$ cat src/rtl/dm_ctrl_if.sv
// Bundle between the data-memory controller, its two requesters and the
// word-only data memory. The slave side is the controller.
interface dm_ctrl_if;
  logic        req0, req1;
  logic        we0, we1;
  logic [11:0] addr0, addr1;
  logic [1:0]  size0, size1;
  logic        sext0, sext1;
  logic [31:0] wdata0, wdata1;
  logic        gnt0, gnt1;
  logic        done0, done1;
  logic        err;
  logic [31:0] rdata;
  logic [9:0]  dm_addr;
  logic [31:0] dm_din;
  logic        dm_memwrite;
  logic        dm_memread;
  logic [31:0] dm_dout;

  modport slave (
    input  req0, req1, we0, we1, addr0, addr1, size0, size1,
           sext0, sext1, wdata0, wdata1, dm_dout,
    output gnt0, gnt1, done0, done1, err, rdata,
           dm_addr, dm_din, dm_memwrite, dm_memread
  );

  modport master (
    output req0, req1, we0, we1, addr0, addr1, size0, size1,
           sext0, sext1, wdata0, wdata1, dm_dout,
    input  gnt0, gnt1, done0, done1, err, rdata,
           dm_addr, dm_din, dm_memwrite, dm_memread
  );
endinterface

$ cat src/rtl/dm_ctrl.sv
// Two-port access controller for the word-only data memory: arbitration,
// sub-word load extraction/extension and read-modify-write sub-word stores.
module dm_ctrl #(
  parameter bit FIXED_PRIO = 1'b0
) (
  input logic      clk,
  input logic      rst_n,
  dm_ctrl_if.slave bus
);

  typedef enum logic [2:0] {IDLE, RD, WR, LD, MRG} state_e;

  state_e      state_q, state_d;
  logic        we_q, we_d;
  logic [1:0]  lane_q, lane_d;
  logic [1:0]  size_q, size_d;
  logic        sext_q, sext_d;
  logic [31:0] wdata_q, wdata_d;
  logic        port_q, port_d;
  logic        last_q, last_d;
  logic        done0_q, done0_d;
  logic        done1_q, done1_d;
  logic        err_q, err_d;
  logic [31:0] rdata_q, rdata_d;
  logic [9:0]  dm_addr_q, dm_addr_d;
  logic [31:0] dm_din_q, dm_din_d;

  logic        any_req, sel;
  logic        s_we, s_sext, illegal;
  logic [11:0] s_addr;
  logic [1:0]  s_size;
  logic [31:0] s_wdata;
  logic [7:0]  byte_sel;
  logic [15:0] half_sel;
  logic [31:0] load_val, merged;
  logic        gnt0, gnt1, memread, memwrite;
  logic [31:0] din_out;

  always_comb begin
    any_req = bus.req0 | bus.req1;
    if (bus.req0 && bus.req1) sel = FIXED_PRIO ? 1'b0 : ~last_q;
    else                      sel = bus.req1;
    s_we    = sel ? bus.we1    : bus.we0;
    s_addr  = sel ? bus.addr1  : bus.addr0;
    s_size  = sel ? bus.size1  : bus.size0;
    s_sext  = sel ? bus.sext1  : bus.sext0;
    s_wdata = sel ? bus.wdata1 : bus.wdata0;
    illegal = (s_size == 2'b11) ||
              (s_size == 2'b01 && s_addr[0]) ||
              (s_size == 2'b10 && s_addr[1:0] != 2'b00);
  end

  // Lane extraction for loads and lane replacement for sub-word stores.
  always_comb begin
    byte_sel = bus.dm_dout[{lane_q, 3'b000} +: 8];
    half_sel = lane_q[1] ? bus.dm_dout[31:16] : bus.dm_dout[15:0];
    load_val = bus.dm_dout;
    merged   = bus.dm_dout;
    case (size_q)
      2'b00: begin
        load_val = {{24{sext_q & byte_sel[7]}}, byte_sel};
        merged[{lane_q, 3'b000} +: 8] = wdata_q[7:0];
      end
      2'b01: begin
        load_val = {{16{sext_q & half_sel[15]}}, half_sel};
        if (lane_q[1]) merged[31:16] = wdata_q[15:0];
        else           merged[15:0]  = wdata_q[15:0];
      end
      default: begin
        load_val = bus.dm_dout;
        merged   = wdata_q;
      end
    endcase
  end

  always_comb begin
    state_d   = state_q;
    we_d      = we_q;
    lane_d    = lane_q;
    size_d    = size_q;
    sext_d    = sext_q;
    wdata_d   = wdata_q;
    port_d    = port_q;
    last_d    = last_q;
    done0_d   = 1'b0;
    done1_d   = 1'b0;
    err_d     = 1'b0;
    rdata_d   = rdata_q;
    dm_addr_d = dm_addr_q;
    dm_din_d  = dm_din_q;
    gnt0      = 1'b0;
    gnt1      = 1'b0;
    memread   = 1'b0;
    memwrite  = 1'b0;
    din_out   = dm_din_q;
    case (state_q)
      IDLE: begin
        if (any_req) begin
          gnt0    = ~sel;
          gnt1    = sel;
          last_d  = sel;
          port_d  = sel;
          we_d    = s_we;
          lane_d  = s_addr[1:0];
          size_d  = s_size;
          sext_d  = s_sext;
          wdata_d = s_wdata;
          if (illegal) begin
            err_d   = 1'b1;
            done0_d = ~sel;
            done1_d = sel;
          end else begin
            dm_addr_d = s_addr[11:2];
            if (s_we && s_size == 2'b10) begin
              state_d  = WR;
              dm_din_d = s_wdata;
            end else begin
              state_d = RD;
            end
          end
        end
      end
      RD: begin
        memread = 1'b1;
        state_d = we_q ? MRG : LD;
      end
      LD: begin
        rdata_d = load_val;
        done0_d = ~port_q;
        done1_d = port_q;
        state_d = IDLE;
      end
      WR: begin
        memwrite = 1'b1;
        done0_d  = ~port_q;
        done1_d  = port_q;
        state_d  = IDLE;
      end
      MRG: begin
        // Merged word goes out combinationally while dm_dout is valid; the
        // register keeps it so dm_din holds afterwards.
        memwrite = 1'b1;
        din_out  = merged;
        dm_din_d = merged;
        done0_d  = ~port_q;
        done1_d  = port_q;
        state_d  = IDLE;
      end
      default: state_d = IDLE;
    endcase
  end

  always_ff @(posedge clk) begin
    if (!rst_n) begin
      state_q   <= IDLE;
      we_q      <= 1'b0;
      lane_q    <= '0;
      size_q    <= '0;
      sext_q    <= 1'b0;
      wdata_q   <= '0;
      port_q    <= 1'b0;
      last_q    <= 1'b1;
      done0_q   <= 1'b0;
      done1_q   <= 1'b0;
      err_q     <= 1'b0;
      rdata_q   <= '0;
      dm_addr_q <= '0;
      dm_din_q  <= '0;
    end else begin
      state_q   <= state_d;
      we_q      <= we_d;
      lane_q    <= lane_d;
      size_q    <= size_d;
      sext_q    <= sext_d;
      wdata_q   <= wdata_d;
      port_q    <= port_d;
      last_q    <= last_d;
      done0_q   <= done0_d;
      done1_q   <= done1_d;
      err_q     <= err_d;
      rdata_q   <= rdata_d;
      dm_addr_q <= dm_addr_d;
      dm_din_q  <= dm_din_d;
    end
  end

  assign bus.gnt0        = gnt0;
  assign bus.gnt1        = gnt1;
  assign bus.done0       = done0_q;
  assign bus.done1       = done1_q;
  assign bus.err         = err_q;
  assign bus.rdata       = rdata_q;
  assign bus.dm_addr     = dm_addr_q;
  assign bus.dm_din      = din_out;
  assign bus.dm_memwrite = memwrite;
  assign bus.dm_memread  = memread;

endmodule

$ cat src/flat_wrapper.sv
// flat-port wrapper written by rule: the top's interface ports become plain ports
module dm_ctrl_flat 
#(
  parameter bit FIXED_PRIO = 1'b0
)
  (clk, rst_n, bus_req0, bus_req1, bus_we0, bus_we1, bus_addr0, bus_addr1, bus_size0, bus_size1, bus_sext0, bus_sext1, bus_wdata0, bus_wdata1, bus_dm_dout, bus_gnt0, bus_gnt1, bus_done0, bus_done1, bus_err, bus_rdata, bus_dm_addr, bus_dm_din, bus_dm_memwrite, bus_dm_memread);
  dm_ctrl_if bus_i ();
  input logic clk;
  input logic rst_n;
  input wire logic [$bits(bus_i.req0)-1:0] bus_req0;
  input wire logic [$bits(bus_i.req1)-1:0] bus_req1;
  input wire logic [$bits(bus_i.we0)-1:0] bus_we0;
  input wire logic [$bits(bus_i.we1)-1:0] bus_we1;
  input wire logic [$bits(bus_i.addr0)-1:0] bus_addr0;
  input wire logic [$bits(bus_i.addr1)-1:0] bus_addr1;
  input wire logic [$bits(bus_i.size0)-1:0] bus_size0;
  input wire logic [$bits(bus_i.size1)-1:0] bus_size1;
  input wire logic [$bits(bus_i.sext0)-1:0] bus_sext0;
  input wire logic [$bits(bus_i.sext1)-1:0] bus_sext1;
  input wire logic [$bits(bus_i.wdata0)-1:0] bus_wdata0;
  input wire logic [$bits(bus_i.wdata1)-1:0] bus_wdata1;
  input wire logic [$bits(bus_i.dm_dout)-1:0] bus_dm_dout;
  output wire logic [$bits(bus_i.gnt0)-1:0] bus_gnt0;
  output wire logic [$bits(bus_i.gnt1)-1:0] bus_gnt1;
  output wire logic [$bits(bus_i.done0)-1:0] bus_done0;
  output wire logic [$bits(bus_i.done1)-1:0] bus_done1;
  output wire logic [$bits(bus_i.err)-1:0] bus_err;
  output wire logic [$bits(bus_i.rdata)-1:0] bus_rdata;
  output wire logic [$bits(bus_i.dm_addr)-1:0] bus_dm_addr;
  output wire logic [$bits(bus_i.dm_din)-1:0] bus_dm_din;
  output wire logic [$bits(bus_i.dm_memwrite)-1:0] bus_dm_memwrite;
  output wire logic [$bits(bus_i.dm_memread)-1:0] bus_dm_memread;
  assign bus_i.req0 = bus_req0;
  assign bus_i.req1 = bus_req1;
  assign bus_i.we0 = bus_we0;
  assign bus_i.we1 = bus_we1;
  assign bus_i.addr0 = bus_addr0;
  assign bus_i.addr1 = bus_addr1;
  assign bus_i.size0 = bus_size0;
  assign bus_i.size1 = bus_size1;
  assign bus_i.sext0 = bus_sext0;
  assign bus_i.sext1 = bus_sext1;
  assign bus_i.wdata0 = bus_wdata0;
  assign bus_i.wdata1 = bus_wdata1;
  assign bus_i.dm_dout = bus_dm_dout;
  assign bus_gnt0 = bus_i.gnt0;
  assign bus_gnt1 = bus_i.gnt1;
  assign bus_done0 = bus_i.done0;
  assign bus_done1 = bus_i.done1;
  assign bus_err = bus_i.err;
  assign bus_rdata = bus_i.rdata;
  assign bus_dm_addr = bus_i.dm_addr;
  assign bus_dm_din = bus_i.dm_din;
  assign bus_dm_memwrite = bus_i.dm_memwrite;
  assign bus_dm_memread = bus_i.dm_memread;
  dm_ctrl #(.FIXED_PRIO(FIXED_PRIO)) u_core (.clk(clk), .rst_n(rst_n), .bus(bus_i));
endmodule
$ cat config.mk
export PLATFORM = sky130hd
export DESIGN_NAME = dm_ctrl_flat
export DESIGN_NICKNAME = d
export VERILOG_FILES = /design/src/rtl/dm_ctrl_if.sv /design/src/rtl/dm_ctrl.sv /design/src/flat_wrapper.sv
export SDC_FILE = /design/constraint.sdc
export NUM_CORES = 1
export LEC_CHECK = 0
export ABC_AREA = 1
export CAP_MARGIN = 20
export CORE_MARGIN = 8
export CORE_UTILIZATION = 45
export CTS_BUF_LIST = sky130_fd_sc_hd__clkbuf_8
export DETAILED_ROUTE_END_ITERATION = 12
export PLACE_DENSITY = 0.78
export SETUP_SLACK_MARGIN = 0.1
export SLEW_MARGIN = 20
export SYNTH_ARGS = -nofsm -noshare
export SYNTH_HDL_FRONTEND = slang
export SYNTH_SLANG_ARGS = --single-unit
$ cat constraint.sdc
create_clock -name clk -period 8 [get_ports clk]
set_input_delay 1.6 -clock clk [delete_from_list [all_inputs] [get_ports clk]]
set_output_delay 1.6 -clock clk [all_outputs]
set_load 0.05 [all_outputs]
==> metrics.md <==
| Metric | Value |
|---|---|
| Outcome | `finished clean` |
| Area leader, netlist | `dfxtp_1` |
| Headroom to the max-slew limit | `between 30% and 40%` |
| Largest buffer count on any clock path | `2` |
| Fin util | `59.9%` |
| Post-Route WL | `~28 mm` |
| Row count | `48` |
| Clock latency at the later pin of the worst-skew pair | `460 ps` |
| Largest net degree at the start of global routing | `between 100 and 150` |
| P&R area growth vs syn | `30.2%` |
| Post-synth top cells | `nand2_1, a21oi_1, nor2_1, o21ai_0, dfxtp_1` |
| Area share of the largest cell type after synthesis | `30.2%` |
| Layout cell share with drive strength beyond 1 | `3.89%` |
| Top-count cell post-synth | `nand2_1` |
| Global route hottest layer | `met2` |
| Net Sw Frac | `~46%` |
| Post-synthesis cell area | `7960 um2` |
| Clock root buffer | `clkbuf_8` |
| CTS clk-pin slew, worst paths | `80 ps` |
| Hold Path Sink | `u_core.bus.rdata[15]$_SDFFE_PN0N_` |
| Pwr dens | `214 nW/um2` |
| Flop2flop setup slack | `4700 ps` |
| Fin. Hold Viols | `0` |
| CTS tree | `built` |
| Leak Pwr | `4.75 nW` |
| Mapped Cells | `1351` |
| Cell variety after synth | `35` |
| Max_cap viols | `0` |
| Critical Path RT | `6400 ps` |
| Combinational share of power | `44.2%` |
| # IOs | `213` |
| Initial drt markers | `735` |
| DP HPWL | `20.4 mm` |
| Crit path kind | `flop to output port` |
| RSZ-0062 raised after global routing | `false` |
| GR Layer Usage met1 | `29.0%` |
| Max Freq | `169 MHz` |
| GRT Total Usage | `24.6%` |
| R2r endpoint | `u_core.dm_din_q[15]$_SDFFE_PN0P_` |
| Slew @ Worst Pin | `1030 ps` |
| # setup viols final | `0` |
| Port Buffer Count | `between 200 and 250` |
| CTS Buf Count | `17` |
| Hold Path Class | `flop to flop` |
| Antenna viol nets, final | `0` |
| TritonCTS Sinks | `120` |
| Met3 usage | `5.58%` |
| Routed len/inst | `around 16 um` |
| Number of diodes | `0` |
| Most used DFF post-synth | `dfxtp_1` |
| Vias in the first global route | `8456` |
| Synth Warn # | `0` |
| Critical Path Start Type | `flop` |
| Initial antenna violation count | `0` |
| H-tree depth | `4` |
| Vias | `9162` |
| Final Cell Area | `10400 um2` |
| VDD IR max | `0.127 mV` |
| # Post-CTS Setup Buffers | `0` |
| First-pass GRT wire length | `43.8 mm` |
| Fillcell total | `1766` |
| Final setup TNS | `0 ps` |
| Layout Skew | `9.84 ps` |
| Chip Height | `~150 um` |
| Switching pwr | `1.01 mW` |
| Die width | `around 150 um` |
| Worst r2r path cells | `12` |
| Max-slew violations | `0` |
| Mapped Nets | `about 1500` |
| Fin nets | `1639` |
| CP Max Fanout | `69` |
| Residual DRC | `0` |
| Ys async rst share | `0%` |
| Die ar. | `22200 um2` |
| Clock share of power | `22.3%` |
| Worst setup EP type | `output port` |
| Starting Density | `a little under half` |
| Hold Path Stages | `2` |
| Placed standard-cell area | `10000 um2` |
| Reg2reg start | `u_core.lane_q[1]$_SDFFE_PN0P_` |
| Mean Syn Cell Area | `around 6 um2` |
| Final min period | `~5900 ps` |
| Sequential share of power | `33.5%` |
| Area contributors post-synth | `dfxtp_1, nand2_1, a21oi_1` |
| Seq/Total Area, Yosys | `30.2%` |
| Core Region | `around 17000 um2` |
| Period Utilization, post-route | `about three quarters` |
| Gpl congestion | `between 0.9 and 1` |
| Hold_buf cts | `0` |
| # resized after CTS | `0` |
| Total power | `2.21 mW` |
| DRT Pass-1 Iters | `5` |
| Grt met2 use | `between 40% and 50%` |
| Synth Register Bits | `120` |
| HP Start | `u_core.bus.rdata[15]$_SDFFE_PN0N_` |
| Arrival time of the worst setup path | `around 4300 ps` |
| Vias/cell | `approximately 5.3` |
| GRT overflow | `0` |
| Number of synthesized flops with an enable pin | `0` |
| Internal | `1.20 mW` |
-- worst max path at each step --
stage	start	to	slack [ps]	depth (start not counted)
floorplan	bus_req0	bus_gnt1	3470	6
global placement	bus_req0	bus_gnt0	2180	7
detailed placement	bus_req0	bus_gnt0	2090	7
CTS	bus_req0	bus_gnt0	2080	7
global route	u_core.lane_q[1]$_SDFFE_PN0P_	bus_dm_din[15]	1780	11
finish	u_core.lane_q[1]$_SDFFE_PN0P_	bus_dm_din[15]	2090	11
-- layout by cell type, fill, tap and decap left out, types with 2 or more instances in the layout --
| master | Yosys | layout |
|---|---|---|
| clkinv_4 | 0 | 2 |
| nand3_1 | 59 | 59 |
| clkdlybuf4s50_1 | 0 | 211 |
| clkbuf_8 | 0 | 18 |
| inv_2 | 2 | 2 |
| ha_1 | 5 | 5 |
| nand2_1 | 464 | 464 |
| o21bai_1 | 10 | 10 |
| clkinv_2 | 0 | 3 |
| a21boi_1 | 3 | 3 |
| o21ai_1 | 4 | 4 |
| clkinvlp_4 | 0 | 7 |
| nor2_2 | 3 | 3 |
| o21ai_0 | 129 | 129 |
| o211ai_1 | 15 | 15 |
| a21oi_1 | 140 | 140 |
| buf_4 | 1 | 8 |
| o2111ai_1 | 7 | 7 |
| nor2_4 | 1 | 2 |
| nand3_2 | 2 | 2 |
| nand2_2 | 4 | 3 |
| nor2_1 | 136 | 135 |
| inv_1 | 111 | 111 |
| clkinv_1 | 2 | 2 |
| nand3b_1 | 3 | 3 |
| mux2i_1 | 7 | 7 |
| dfxtp_1 | 120 | 118 |
| dfxtp_2 | 0 | 2 |
| a21boi_0 | 27 | 27 |
| inv_6 | 0 | 2 |
-- per-stage QoR --
| step | setup WS, ps | cells | hold WS, ps |
|---|---|---|---|
| 2_1_floorplan | 3470 | 1351 | 439 |
| 3_3_place_gp | 2180 | 1707 | 458 |
| 3_5_place_dp | 2090 | 1708 | 469 |
| 4_1_cts | 2080 | 1740 | 485 |
| 5_1_grt | 1780 | 1740 | 506 |
| 6_report | 2090 | 1740 | 479 |
-- power by group through the flow --
stage	Sequential, mW	Clock (mW)	Combinational [mW]
CTS	0.738	0.502	0.972
global placement	0.749	0	0.956
detailed placement	0.750	0	0.968
finish	0.741	0.495	0.979
global route	0.749	0.528	1.07
floorplan	0.780	0	0.644
-- kinds of logic after synthesis --
kind of cell,count (synthesis),share of synthesized area (%)
simple gates,675,33.5
buf+inv,204,11.0
mux,7,0.881
flops,120,30.2
compound gates,340,23.7
fa+ha+maj,5,0.786
-- sequential cells by signal (all words and copies together) (netlist names), 2 cells and up --
name	cells
u_core.bus.rdata	32
u_core.dm_din_q	32
u_core.wdata_q	32
u_core.bus.dm_addr	10
u_core.state_q	3
u_core.lane_q	2
u_core.size_q	2
-- worst max-delay path, stage by stage (launching register included) --
cell	delay (ps)
dfxtp_2	310
buf_4	530
inv_1	560
ha_1	580
inv_1	290
nand3_1	190
o21bai_1	200
nand2_1	70
nand2_1	140
nand2_1	60
nand2_1	80
clkdlybuf4s50_1	820
-- area by class of cell --
type                       instances  area, um2  share of cell area, %
clock buffer                      18        248                   2.39
clock inverter                    14        103                  0.991
inverter                         115        432                   4.17
multi-input combinational       1027       4690                   45.3
sequential                       120       2400                   23.2
tap                              225        282                   2.72
timing repair buffer             221       2190                   21.2
-- routing by layer --
layer	wire, um	up-vias	share of wire (%)
met5	0	-	0
met2	13500	352	49
met3	1940	59	7.0
met4	804	0	2.9
li1	-	4638	-
met1	11500	4113	41
Note: power is estimated with default switching activity, not from simulation.
